[src/rtl/rx_fifo_pkg.sv]
// rx_fifo_pkg: shared types and constants for the receive frame FIFO.
//   rx_state_e  - write-side frame state (IDLE, FRAME, DROP)
//   DROP_CNT_W  - width of the saturating dropped-frame counter
//   ptr_width() - pointer width for a given depth (address bits + wrap bit)
package rx_fifo_pkg;

  typedef enum logic [1:0] {
    IDLE  = 2'd0,
    FRAME = 2'd1,
    DROP  = 2'd2
  } rx_state_e;

  localparam int unsigned DROP_CNT_W = 16;

  // One extra bit beyond the address lets full and empty be told apart on wrap.
  function automatic int unsigned ptr_width(input int unsigned depth);
    return $clog2(depth) + 1;
  endfunction

endpackage

[src/rtl/fifo_sdp_ram.sv]
// fifo_sdp_ram: simple dual-port storage, registered write, asynchronous read.
//   i_clk   - clock
//   i_we    - write enable
//   i_waddr - write address
//   i_wdata - write data
//   i_raddr - read address
//   o_rdata - read data (combinational from i_raddr)
module fifo_sdp_ram #(
  parameter int unsigned WIDTH = 9,
  parameter int unsigned AW    = 4
) (
  input  logic             i_clk,
  input  logic             i_we,
  input  logic [AW-1:0]    i_waddr,
  input  logic [WIDTH-1:0] i_wdata,
  input  logic [AW-1:0]    i_raddr,
  output logic [WIDTH-1:0] o_rdata
);

  logic [WIDTH-1:0] r_mem [2**AW];

  always_ff @(posedge i_clk) begin
    if (i_we) begin
      r_mem[i_waddr] <= i_wdata;
    end
  end

  assign o_rdata = r_mem[i_raddr];

endmodule

[src/rtl/rx_frame_fifo.sv]
// rx_frame_fifo: single-clock frame FIFO. Bytes are written speculatively and
// become visible only once the frame's last byte is accepted; overflowed or
// aborted frames are rewound and dropped whole.
//   clkIn, rstIn        - clock, synchronous active-high reset
//   wrDataIn/ValidIn/LastIn/AbortIn - write side, no backpressure
//   rdDataOut/ValidOut/LastOut, rdReadyIn - first-word-fall-through read side
//   almostFullOut       - registered, occupancy >= AFULL_LEVEL
//   overflowOut         - one-cycle pulse after a write hit a full buffer
//   frameCountOut       - committed frames not yet fully read
//   dropCountOut        - dropped frames, saturating
module rx_frame_fifo #(
  parameter int unsigned DATA_WIDTH  = 8,
  parameter int unsigned DEPTH       = 16,
  parameter int unsigned AFULL_LEVEL = DEPTH - 4
) (
  input  logic                                clkIn,
  input  logic                                rstIn,
  input  logic [DATA_WIDTH-1:0]               wrDataIn,
  input  logic                                wrValidIn,
  input  logic                                wrLastIn,
  input  logic                                wrAbortIn,
  output logic [DATA_WIDTH-1:0]               rdDataOut,
  output logic                                rdValidOut,
  output logic                                rdLastOut,
  input  logic                                rdReadyIn,
  output logic                                almostFullOut,
  output logic                                overflowOut,
  output logic [$clog2(DEPTH+1)-1:0]          frameCountOut,
  output logic [rx_fifo_pkg::DROP_CNT_W-1:0]  dropCountOut
);
  import rx_fifo_pkg::*;

  localparam int unsigned AW  = $clog2(DEPTH);
  localparam int unsigned PW  = ptr_width(DEPTH);
  localparam int unsigned FCW = $clog2(DEPTH + 1);

  logic [PW-1:0]         r_wrPtr, r_commitPtr, r_rdPtr;
  rx_state_e             r_state;
  logic                  r_afull, r_overflow;
  logic [FCW-1:0]        r_frameCount;
  logic [DROP_CNT_W-1:0] r_dropCount;

  logic [PW-1:0]         w_occ, w_wrPtrNext, w_rdPtrNext, w_occNext;
  logic                  w_full, w_abort, w_ovfHit, w_wrAccept, w_commit;
  logic                  w_rewind, w_pop, w_popLast;
  logic [DATA_WIDTH:0]   w_ramRd;

  assign w_occ      = r_wrPtr - r_rdPtr;
  assign w_full     = (w_occ == PW'(DEPTH));
  assign rdValidOut = (r_commitPtr != r_rdPtr);

  always_comb begin
    // Abort outranks overflow and last so every failed frame is counted once.
    w_abort    = wrAbortIn && ((r_state == FRAME) || ((r_state == IDLE) && wrValidIn));
    w_ovfHit   = !w_abort && (r_state != DROP) && wrValidIn && w_full;
    w_wrAccept = !w_abort && (r_state != DROP) && wrValidIn && !w_full;
    w_commit   = w_wrAccept && wrLastIn;
    w_rewind   = w_abort || w_ovfHit;
    w_pop      = rdValidOut && rdReadyIn;
    w_popLast  = w_pop && w_ramRd[DATA_WIDTH];

    w_wrPtrNext = r_wrPtr;
    if (w_rewind) begin
      w_wrPtrNext = r_commitPtr;
    end else if (w_wrAccept) begin
      w_wrPtrNext = r_wrPtr + PW'(1);
    end
    w_rdPtrNext = w_pop ? (r_rdPtr + PW'(1)) : r_rdPtr;
    // Registering next-cycle occupancy keeps almostFullOut aligned with the pointers.
    w_occNext   = w_wrPtrNext - w_rdPtrNext;
  end

  fifo_sdp_ram #(
    .WIDTH (DATA_WIDTH + 1),
    .AW    (AW)
  ) u_ram (
    .i_clk   (clkIn),
    .i_we    (w_wrAccept),
    .i_waddr (r_wrPtr[AW-1:0]),
    .i_wdata ({wrLastIn, wrDataIn}),
    .i_raddr (r_rdPtr[AW-1:0]),
    .o_rdata (w_ramRd)
  );

  assign rdDataOut     = rdValidOut ? w_ramRd[DATA_WIDTH-1:0] : '0;
  assign rdLastOut     = rdValidOut & w_ramRd[DATA_WIDTH];
  assign almostFullOut = r_afull;
  assign overflowOut   = r_overflow;
  assign frameCountOut = r_frameCount;
  assign dropCountOut  = r_dropCount;

  always_ff @(posedge clkIn) begin
    if (rstIn) begin
      r_wrPtr      <= '0;
      r_commitPtr  <= '0;
      r_rdPtr      <= '0;
      r_state      <= IDLE;
      r_afull      <= 1'b0;
      r_overflow   <= 1'b0;
      r_frameCount <= '0;
      r_dropCount  <= '0;
    end else begin
      r_wrPtr    <= w_wrPtrNext;
      r_rdPtr    <= w_rdPtrNext;
      r_overflow <= w_ovfHit;
      r_afull    <= (w_occNext >= PW'(AFULL_LEVEL));

      if (w_commit) begin
        r_commitPtr <= r_wrPtr + PW'(1);
      end

      if (w_rewind && (r_dropCount != '1)) begin
        r_dropCount <= r_dropCount + DROP_CNT_W'(1);
      end

      if (w_commit && !w_popLast) begin
        r_frameCount <= r_frameCount + FCW'(1);
      end else if (!w_commit && w_popLast) begin
        r_frameCount <= r_frameCount - FCW'(1);
      end

      case (r_state)
        IDLE, FRAME: begin
          if (w_abort) begin
            r_state <= IDLE;
          end else if (wrValidIn) begin
            if (w_full) begin
              r_state <= wrLastIn ? IDLE : DROP;
            end else begin
              r_state <= wrLastIn ? IDLE : FRAME;
            end
          end
        end
        DROP: begin
          if (wrValidIn && wrLastIn) begin
            r_state <= IDLE;
          end
        end
        default: r_state <= IDLE;
      endcase
    end
  end

endmodule

[config.mk]
export PLATFORM = sky130hd
export DESIGN_NAME = rx_frame_fifo
export DESIGN_NICKNAME = d
export VERILOG_FILES = /design/src/rtl/rx_fifo_pkg.sv /design/src/rtl/fifo_sdp_ram.sv /design/src/rtl/rx_frame_fifo.sv
export SDC_FILE = /design/constraint.sdc
export NUM_CORES = 1
export LEC_CHECK = 0
export ABC_AREA = 1
export CAP_MARGIN = 20
export CORE_AREA = 2 2 138 242
export DETAILED_ROUTE_END_ITERATION = 8
export DIE_AREA = 0 0 140 244
export PLACE_DENSITY = 0.55
export SLEW_MARGIN = 20
export SYNTH_ARGS = -nofsm -noshare
export SYNTH_HDL_FRONTEND = slang
export SYNTH_HIERARCHICAL = 1
export SYNTH_SLANG_ARGS = --single-unit
export TNS_END_PERCENT = 10
[constraint.sdc]
create_clock -name clkIn -period 2.9 [get_ports clkIn]
set_clock_uncertainty 0.15 [all_clocks]
set_input_delay 0.58 -clock clkIn [delete_from_list [all_inputs] [get_ports clkIn]]
set_output_delay 0.58 -clock clkIn [all_outputs]
set_load 0.01 [all_outputs]
==> results.yml, run 1 <==
status:
  status: "finished with violations"
  violations: "DRC, setup timing"
power:
  clockPowerShare_pct: 29.1
  intPower_uw: 5350
  p_per_area_nw_per_um2: 713
  p_leak_uw: 0.00481
  pwr-share-seq_pct: 38.2
  vdd_drop_max_uv: 468
  pwr-share-comb_pct: 32.7
  switching_share_pct: 33.4
  switchingPower_uw: 2680
sta:
  fin_ws_ps: -176
  rsz0062_at_grt: "yes"
  slew_headroom_pct: 51.7
  finalCritPeriodShare_pct: 106
  final_hold_viol_count: 0
  holdWs_ps: 313
  fmax_mhz: 325
  timing.setup.tns_ps: -176
  drv_slew: 0
  setup_viol: 1
  worst_pin_slew_ps: 723
  fin_crit_ps: 3080
synth:
  synth-adder-area-share_pct: 2.55
  synth.distinct_cells: 48
  synth_top_family_by_area: "simple AND/OR/NAND/NOR gates"
  yosys.area_share.simple_pct: 24.5
  netlist_instances: 983
  netlist_area_um2: 8920
  synthMuxAreaShare_pct: 0
  syn_area_per_cell_um2: 9.08
  synth_ff_type: "edfxtp_1"
  yosysWarnings: 6
  synth_async_sr_flop_share_pct: 0
  ys_seq_area_share_pct: 57.4
  synth-seq-cells: 184
  synth_edf_count: 144
  synth_xor_area_share_pct: 1.47
  synth_compound_area_share_pct: 3.58
  syn_nets: 1014
layout:
  final_cell_area_um2: 11300
  syn_to_final_growth_pct: 26.3
  layout-drive-gt1-share_pct: 18.8
  antenna_cells: 0
  nets: 1148
clocking:
  clk-insertion-delay-late_ps: 450
  h-tree-depth: 4
  holdBufCountCts: 0
  cts-root-buf: "clkbuf_16"
  clkSinkCount: 184
  cts_buffers: 17
  clk_pin_slew_ps: 70
  cts_tree: "built"
  clockBufferDepth: 2
flow_run:
  drv_cap: 0
drt:
  via_per_inst: 4.54
  wire_per_inst_um: 15.3
  ant_nets: 0
  drc: 2
  drt_iter0_drc: 360
  drt_first_pass_iters: 9
  vias: 6940
  m1WireLength_um: 8870
  routed-wl-met2_um: 13200
  top_layer_used: "met4"
  routed_wirelength_um: 23500
  wl_met3_um: 733
place:
  dp.final_hpwl_um: 16500
  dp_slack_ps: -607
  portBuffers: 46
  gp_congestion: 0.953
  place_area_um2: 10400
die:
  core-area_um2: 32100
  core.rowCount: 87
  ioPinCount: 47
  die_h_um: 244
  dieArea_um2: 34200
  die_w_um: 140
  start_util_pct: 27.8
grt:
  grt_pass1_vias: 6801
  grtUsageTotal_pct: 14.2
  overflow: 0
  grt_pass1_wl_um: 36800
  grt_max_degree: 31
  antenna_found_initial: 0
critical_path:
  cp-end-kind: "register"
  crit_arrival_ps: 3270
  path_max_fanout: 5
  worstSetupPathType: "reg2reg"
  start_kind: "register"
  rrSetupSlack_ps: -180
  worstPathRequired_ps: 3100
hold_path:
  hp-class: "reg2reg"
## logic make-up (layout without fill, tap and decap cells)
logic type / Yosys count / count (layout)
compound gates: 58 / 58
xor+xnor: 15 / 15
flops: 184 / 184
fa+ha+maj: 17 / 17
buf+inv: 212 / 359
simple gates: 497 / 497
## worst max-delay path, cell delays in order (launching register included)
cell	delay, ps
dfxtp_2	330
inv_2	50
ha_4	300
nand2_1	60
nand2_1	60
nand2_1	70
nand3_2	100
nor2_4	50
buf_4	130
buf_4	130
nand2_4	80
nand2_8	60
a21oi_2	120
a22oi_2	90
fa_2	420
nand2_2	80
inv_2	30
o21ai_1	110
and2_1	150
nand3_1	70
nand2_1	80
inv_1	40
nand2_1	50
nand3_1	60
nand2_1	50
inv_1	50
## layout by cell type, fill, tap and decap left out, types with 12 or more instances in the layout
cell type / n
a21oi_1: 22
buf_4: 86
clkbuf_16: 17
clkdlybuf4s50_1: 37
dfxtp_1: 34
edfxtp_1: 144
inv_1: 165
nand2_1: 265
nand2_2: 12
nand3_1: 116
nor2_1: 62
o21ai_0: 15
## final cells by class
| cell class | instances | area, um^2 |
|---|---|---|
| clock inverter | 14 | 151 |
| inverter | 183 | 724 |
| tap | 400 | 500 |
| clock buffer | 18 | 429 |
| timing repair buffer | 144 | 1290 |
| sequential | 184 | 5140 |
| multi-input combinational | 587 | 3030 |
| fill | 3206 | 20800 |
## power groups by stage
stage	logic (uW)	clock network [uW]	registers [uW]
finish	2630	2330	3070
global route	2910	2490	3080
CTS	2560	2380	3070
detailed placement	2460	0	3120
global placement	2450	0	3110
floorplan	1430	0	3120
## metrics by stage
step           total power, uW  std cells  utilization [%]
2_1_floorplan             4560        983                -
3_3_place_gp              5560       1493             32.5
3_5_place_dp              5580       1493             32.5
4_1_cts                   8000       1527             34.7
5_1_grt                   8480       1530             35.1
6_report                  8030       1530             35.1
## worst paths after layout
path,startpoint,endpoint,depth (start not counted)
hold reg to reg,dropCountOut[4]$_SDFFE_PP0P_,dropCountOut[4]$_SDFFE_PP0P_,2
setup / recovery,r_rdPtr[3]$_SDFF_PP0_,almostFullOut$_SDFF_PP0_,25
setup reg to reg,r_rdPtr[3]$_SDFF_PP0_,almostFullOut$_SDFF_PP0_,25
hold / removal,dropCountOut[4]$_SDFFE_PP0P_,dropCountOut[4]$_SDFFE_PP0P_,2
## per-layer routing
metal | up-vias | GRT usage [%]
met5 | - | 0
met1 | 3333 | 14.6
li1 | 3423 | -
met4 | 0 | 6.21
met3 | 44 | 2.55
met2 | 140 | 27.7
## flip-flops by register name, indices dropped and copies added, names as in the netlist, named ones only
name           flops
frameCountOut      5
r_wrPtr            4
r_state            2
almostFullOut      1
u_ram/r_mem      144
r_commitPtr        5
r_rdPtr            5
dropCountOut      16
overflowOut        1
## cell usage after synthesis (3+ instances only)
library cell,instances,area (um^2)
clkbuf_1,3,11.3
nand3_1,124,621
edfxtp_1,144,4320
a21oi_1,25,125
nand3b_1,3,22.5
inv_2,6,22.5
ha_1,15,188
xnor2_1,4,35.0
nand4_1,4,25.0
dfxtp_1,40,801
inv_1,172,646
o21ai_1,5,25.0
nor2_1,65,244
xor2_1,11,96.3
buf_2,7,35.0
nand2_2,6,37.5
buf_4,11,82.6
nand2_1,271,1020
o21ai_0,18,90.1
buf_6,8,90.1
nor3_1,6,30.0
## what timing repair did
item,CTS,global route
endpoints found under the hold margin,0,0
gates resized for setup,50,41
endpoints found under the setup margin,13,11
pin swaps,2,19
cloned,2,0
buffers inserted,0,3
(Power assumes the default switching activity.)
==> run 2, diff against run 1 <==
--- a/config.mk
+++ b/config.mk
@@ -7,10 +7,10 @@
 export LEC_CHECK = 0
 export ABC_AREA = 1
 export CAP_MARGIN = 20
-export CORE_AREA = 2 2 138 242
+export CORE_AREA = 2 2 101 176
 export DETAILED_ROUTE_END_ITERATION = 8
-export DIE_AREA = 0 0 140 244
-export PLACE_DENSITY = 0.55
+export DIE_AREA = 0 0 103 178
+export PLACE_DENSITY = 0.85
 export SLEW_MARGIN = 20
 export SYNTH_ARGS = -nofsm -noshare
 export SYNTH_HDL_FRONTEND = slang
==> run 2 against run 1 <==
The flow finishes with violations (setup timing). Flip-flop and latch count is the same. First-iteration DRC count increased by 85%. Worst hold slack is essentially flat. Via count increased by 4.7%. Register-to-register slack worse by 30 ps.
==> results.yml, run 2 (synthesis results as in run 1) <==
status:
  status: "finished with violations"
  violations: "setup timing"
layout:
  antenna_cells: 0
  stdcell_count: 1349
  final_core_util_pct: 65.4
  syn_to_final_growth_pct: 23.6
  layout-drive-gt1-share_pct: 19.0
  mostFrequentLayoutCells: "nand2_1, inv_1, edfxtp_1"
  top_register: "u_ram/r_mem"
  nets: 1140
  largest_reg_flops: 144
  final_common_cell: "nand2_1"
  nFillCells: 1279
grt:
  antenna_found_initial: 0
  grtUsageTotal_pct: 26.1
  overflow: 0
  grt_pass1_wl_um: 35600
  grt_pass1_vias: 7325
  grt_max_degree: 29
power:
  power.total_uw: 8090
  intPower_uw: 5420
  switchingPower_uw: 2670
  pwr-share-seq_pct: 37.9
  pwr-share-comb_pct: 33.7
  vdd_drop_max_uv: 472
  switching_share_pct: 33.0
  clockPowerShare_pct: 28.3
  p_leak_uw: 0.00478
  p_per_area_nw_per_um2: 734
sta:
  worst_pin_slew_ps: 636
  finalCritPeriodShare_pct: 107
  fmax_mhz: 322
  setup_viol: 2
  slew_headroom_pct: 57.5
  holdWs_ps: 313
  fin_crit_ps: 3110
  fin_ws_ps: -210
  final_hold_viol_count: 0
  drv_slew: 0
  rsz0062_at_grt: "yes"
  timing.setup.tns_ps: -259
drt:
  routed_wirelength_um: 23800
  drt_first_pass_iters: 5
  ant_nets: 0
  wire_per_inst_um: 17.6
  vias: 7269
  drt_iter0_drc: 665
  drc: 0
  via_per_inst: 5.39
clocking:
  cts_tree: "built"
  h-tree-depth: 4
  clk_pin_slew_ps: 80
  clk-insertion-delay-late_ps: 440
  clockBufferDepth: 2
  clkSinkCount: 184
  cts_buffers: 17
  cts-root-buf: "clkbuf_16"
critical_path:
  start_kind: "register"
  ff2ff_path_depth: 26
  cp-end-kind: "register"
  r2r_end: "almostFullOut$_SDFF_PP0_"
  worstSetupPathType: "reg2reg"
  worstPathRequired_ps: 3090
  r2r_start: "r_rdPtr[2]$_SDFF_PP0_"
  rrSetupSlack_ps: -210
  path_max_fanout: 3
  crit_arrival_ps: 3300
place:
  dp.final_hpwl_um: 14800
  gp_congestion: 0.904
  dp.cells: 1305
  portBuffers: 46
hold_path:
  hp-class: "reg2reg"
  hold-path-cell-count: 2
  worstHoldEndpoint: "dropCountOut[4]$_SDFFE_PP0P_"
  hp-start: "dropCountOut[4]$_SDFFE_PP0P_"
die:
  dieArea_um2: 18300
  die_h_um: 178
  core.rowCount: 63
  core-area_um2: 16900
  die_w_um: 103
  ioPinCount: 47
  start_util_pct: 52.9
flow_run:
  drv_cap: 0
run 2: repair_timing:
item,in CTS,in global routing
resized for setup,36,64
hold buffers,0,0
endpoints found under the setup margin,12,13
cloned,2,0
pin swaps,0,19
buffers inserted,4,6
run 2: how the worst max path moves through the flow:
stage | endpoint | cells after the start | from | slack [ps]
detailed placement | almostFullOut$_SDFF_PP0_ | 23 | wrAbortIn | -650
CTS | almostFullOut$_SDFF_PP0_ | 24 | r_rdPtr[1]$_SDFF_PP0_ | -270
global placement | almostFullOut$_SDFF_PP0_ | 23 | wrAbortIn | -560
global route | almostFullOut$_SDFF_PP0_ | 26 | r_rdPtr[2]$_SDFF_PP0_ | -390
floorplan | almostFullOut$_SDFF_PP0_ | 24 | r_wrPtr[0]$_SDFF_PP0_ | 8
finish | almostFullOut$_SDFF_PP0_ | 26 | r_rdPtr[2]$_SDFF_PP0_ | -210
run 2: power by group through the flow:
| stage | combinational (uW) | sequential (uW) | clock, uW |
|---|---|---|---|
| 2_1_floorplan | 1430 | 3120 | 0 |
| 3_3_place_gp | 2250 | 3110 | 0 |
| 3_5_place_dp | 2320 | 3110 | 0 |
| 4_1_cts | 2460 | 3060 | 2310 |
| 5_1_grt | 2970 | 3080 | 2410 |
| 6_report | 2730 | 3070 | 2290 |
run 2: area by class of cell:
type	instances	area (um^2)	share of cell area (%)
clock buffer	22	517	4.69
clock inverter	10	77.6	0.704
inverter	183	727	6.59
multi-input combinational	587	3060	27.7
sequential	184	5140	46.6
tap	227	284	2.58
timing repair buffer	136	1220	11.1
run 2: layer usage:
metal / GRT usage [%] / vias up / routed length [um]
li1: - / 3398 / -
met1: 25.5 / 3377 / 7860
met2: 47.1 / 376 / 12700
met3: 4.74 / 118 / 1460
met4: 19.4 / 0 / 1730
met5: 0 / - / 0
run 2: per-stage QoR:
| step | cell area [um^2] | setup WS [ps] |
|---|---|---|
| 6_report | 11000 | -210 |
| 5_1_grt | 11000 | -387 |
| 4_1_cts | 10800 | -270 |
| 3_5_place_dp | 10100 | -652 |
| 3_3_place_gp | 10100 | -562 |
| 2_1_floorplan | 8950 | 8.08 |
run 2: critical path: stages (launching register included):
cell,delay (ps)
dfxtp_1,330
inv_1,180
ha_4,190
inv_1,50
nand2_1,60
nand2_1,60
nand2_2,80
nand3_2,90
nor2_4,130
a21oi_4,70
o21ai_1,70
o21ai_1,90
inv_2,100
ha_4,130
inv_2,40
fa_2,370
nand2_2,80
inv_2,40
o21ai_2,140
and2_4,170
nand3_2,60
nand2_2,90
inv_2,40
nand2_2,60
nand3_2,50
nand2_1,50
inv_1,50
==> run 3, diff against run 2 <==
--- a/config.mk
+++ b/config.mk
@@ -10,7 +10,7 @@
 export CORE_AREA = 2 2 101 176
 export DETAILED_ROUTE_END_ITERATION = 8
 export DIE_AREA = 0 0 103 178
-export PLACE_DENSITY = 0.85
+export PLACE_DENSITY_LB_ADDON = 0.05
 export SLEW_MARGIN = 20
 export SYNTH_ARGS = -nofsm -noshare
 export SYNTH_HDL_FRONTEND = slang
==> run 3 against run 2 <==
The run still ends with setup timing left. Die area unchanged. Sequential power is essentially flat. Maximum frequency fell by 0.87%. Flip-flop and latch count stayed put. Critical path depth is 1 lower. Sequential share of layout area decreased by 0.29 points. Largest cell class unchanged.
==> results.yml, run 3 (synthesis results as in run 1) <==
sta:
  worst_pin_slew_ps: 647
  slew_headroom_pct: 56.7
  fin_crit_ps: 3140
  fmax_mhz: 319
  drv_slew: 0
  fin_ws_ps: -237
  finalCritPeriodShare_pct: 108
  rsz0062_at_grt: "yes"
  final_hold_viol_count: 0
  setup_viol: 1
grt:
  grt_max_degree: 37
  grt_pass1_wl_um: 34700
  antenna_found_initial: 0
  overflow: 0
  grtUsageTotal_pct: 25.6
  grt_pass1_vias: 6698
drt:
  via_per_inst: 5.10
  wire_per_inst_um: 16.8
  drt_first_pass_iters: 5
  routed_wirelength_um: 22800
  ant_nets: 0
  drc: 0
  drt_iter0_drc: 392
  vias: 6913
die:
  dieArea_um2: 18300
  start_util_pct: 52.9
  die_w_um: 103
  core.rowCount: 63
  core-area_um2: 16900
  die_h_um: 178
  ioPinCount: 47
place:
  place_area_um2: 10200
  portBuffers: 46
  dp.final_hpwl_um: 15100
  dp_slack_ps: -566
  gp_congestion: 0.875
critical_path:
  slowest_stage: "fa_2"
  crit_arrival_ps: 3310
  critPathMaxStageDelay_ps: 350
  crit_family: "simple AND/OR/NAND/NOR gates"
  start_kind: "register"
  cp-end-kind: "register"
  cp.buffers_inverters: 6
  worstPathRequired_ps: 3080
  crit_top_cell: "nand2_1"
  worstSetupPathType: "reg2reg"
  path_max_fanout: 4
clocking:
  h-tree-depth: 4
  clk-insertion-delay-late_ps: 430
  clockBufferDepth: 2
  cts_buffers: 17
  clkSinkCount: 184
  cts-root-buf: "clkbuf_16"
  clk_pin_slew_ps: 70
  cts_tree: "built"
power:
  p_leak_uw: 0.00480
  p_per_area_nw_per_um2: 722
  vdd_drop_max_uv: 411
layout:
  antenna_cells: 0
  final_core_util_pct: 65.8
  largest_reg_flops: 144
  layout-drive-gt1-share_pct: 18.4
  nets: 1146
  syn_to_final_growth_pct: 24.4
  final_cell_area_um2: 11100
  top_register: "u_ram/r_mem"
  final_common_cell: "nand2_1"
  mostFrequentLayoutCells: "nand2_1, inv_1, edfxtp_1"
flow_run:
  drv_cap: 0
status:
  violations: "setup timing"
  status: "finished with violations"
hold_path:
  hp-class: "reg2reg"
[run 3: cell count changes in the layout (fill, tap and decap cells not counted), moves of 3 or more]
cell and delta:
nor2_2 -4, buf_4 +3, clkbuf_2 -3, nand2_2 -6
buf_2 +4, clkbuf_8 -3, nand2_1 +6, inv_1 +3
buf_8 +3, nor2_1 +3, clkinvlp_4 +3
[run 3: routing by layer]
metal / wire length [um] / share of wire (%) / vias to the layer above / global-route usage, %
li1: - / - / 3411 / -
met1: 8120 / 36 / 3238 / 27.7
met2: 12800 / 56 / 219 / 48.2
met3: 1160 / 5.1 / 45 / 4.35
met4: 761 / 3.3 / 0 / 9.81
met5: 0 / 0 / - / 0
[run 3: final timing paths]
check	startpoint	endpoint	slack, ps	cells past startpoint
hold reg to reg	dropCountOut[4]$_SDFFE_PP0P_	dropCountOut[4]$_SDFFE_PP0P_	310	2
setup reg to reg	r_rdPtr[3]$_SDFF_PP0_	almostFullOut$_SDFF_PP0_	-240	25
setup / recovery	r_rdPtr[3]$_SDFF_PP0_	almostFullOut$_SDFF_PP0_	-240	25
hold / removal	dropCountOut[4]$_SDFFE_PP0P_	dropCountOut[4]$_SDFFE_PP0P_	310	2
[run 3: per-stage QoR]
step	std cells	hold WS [ps]	total power, uW	setup TNS [ps]
floorplan	983	306	4560	0
global placement	1313	295	5520	-1700
detailed placement	1313	298	5540	-1980
CTS	1349	312	7880	-287
global route	1355	357	8440	-800
finish	1355	312	8010	-237
[run 3: layout make-up]
type / instances / area (um^2)
fill: 1429 / 5770
sequential: 184 / 5140
multi-input combinational: 587 / 3060
timing repair buffer: 142 / 1310
inverter: 183 / 729
clock buffer: 18 / 429
tap: 227 / 284
clock inverter: 14 / 149
[run 3: repair_timing]
action | in CTS | in global routing
gates cloned | 2 | 0
pin swaps | 5 | 17
resized for setup | 30 | 72
hold buffers | 0 | 0
setup endpoints to repair | 12 | 13
buffers inserted | 2 | 6
[run 3: where the power goes]
| group | total, uW | leakage [uW] | internal, uW | switching (uW) |
|---|---|---|---|---|
| registers | 3070 | 0.00163 | 2980 | 94.1 |
| logic | 2680 | 0.00290 | 1190 | 1490 |
| clock network | 2260 | 0.000270 | 1270 | 990 |
| total | 8010 | 0.00480 | 5430 | 2570 |
[run 3: worst register-to-register path, delay by kind of cell (launching register included)]
family | cells | cell delay, ps
adder cells (fa/ha/maj) | 3 | 780
AO/OA/AOI/OAI | 4 | 340
flip-flops | 1 | 340
AND/OR/NAND/NOR | 12 | 1130
buffers and inverters | 6 | 290
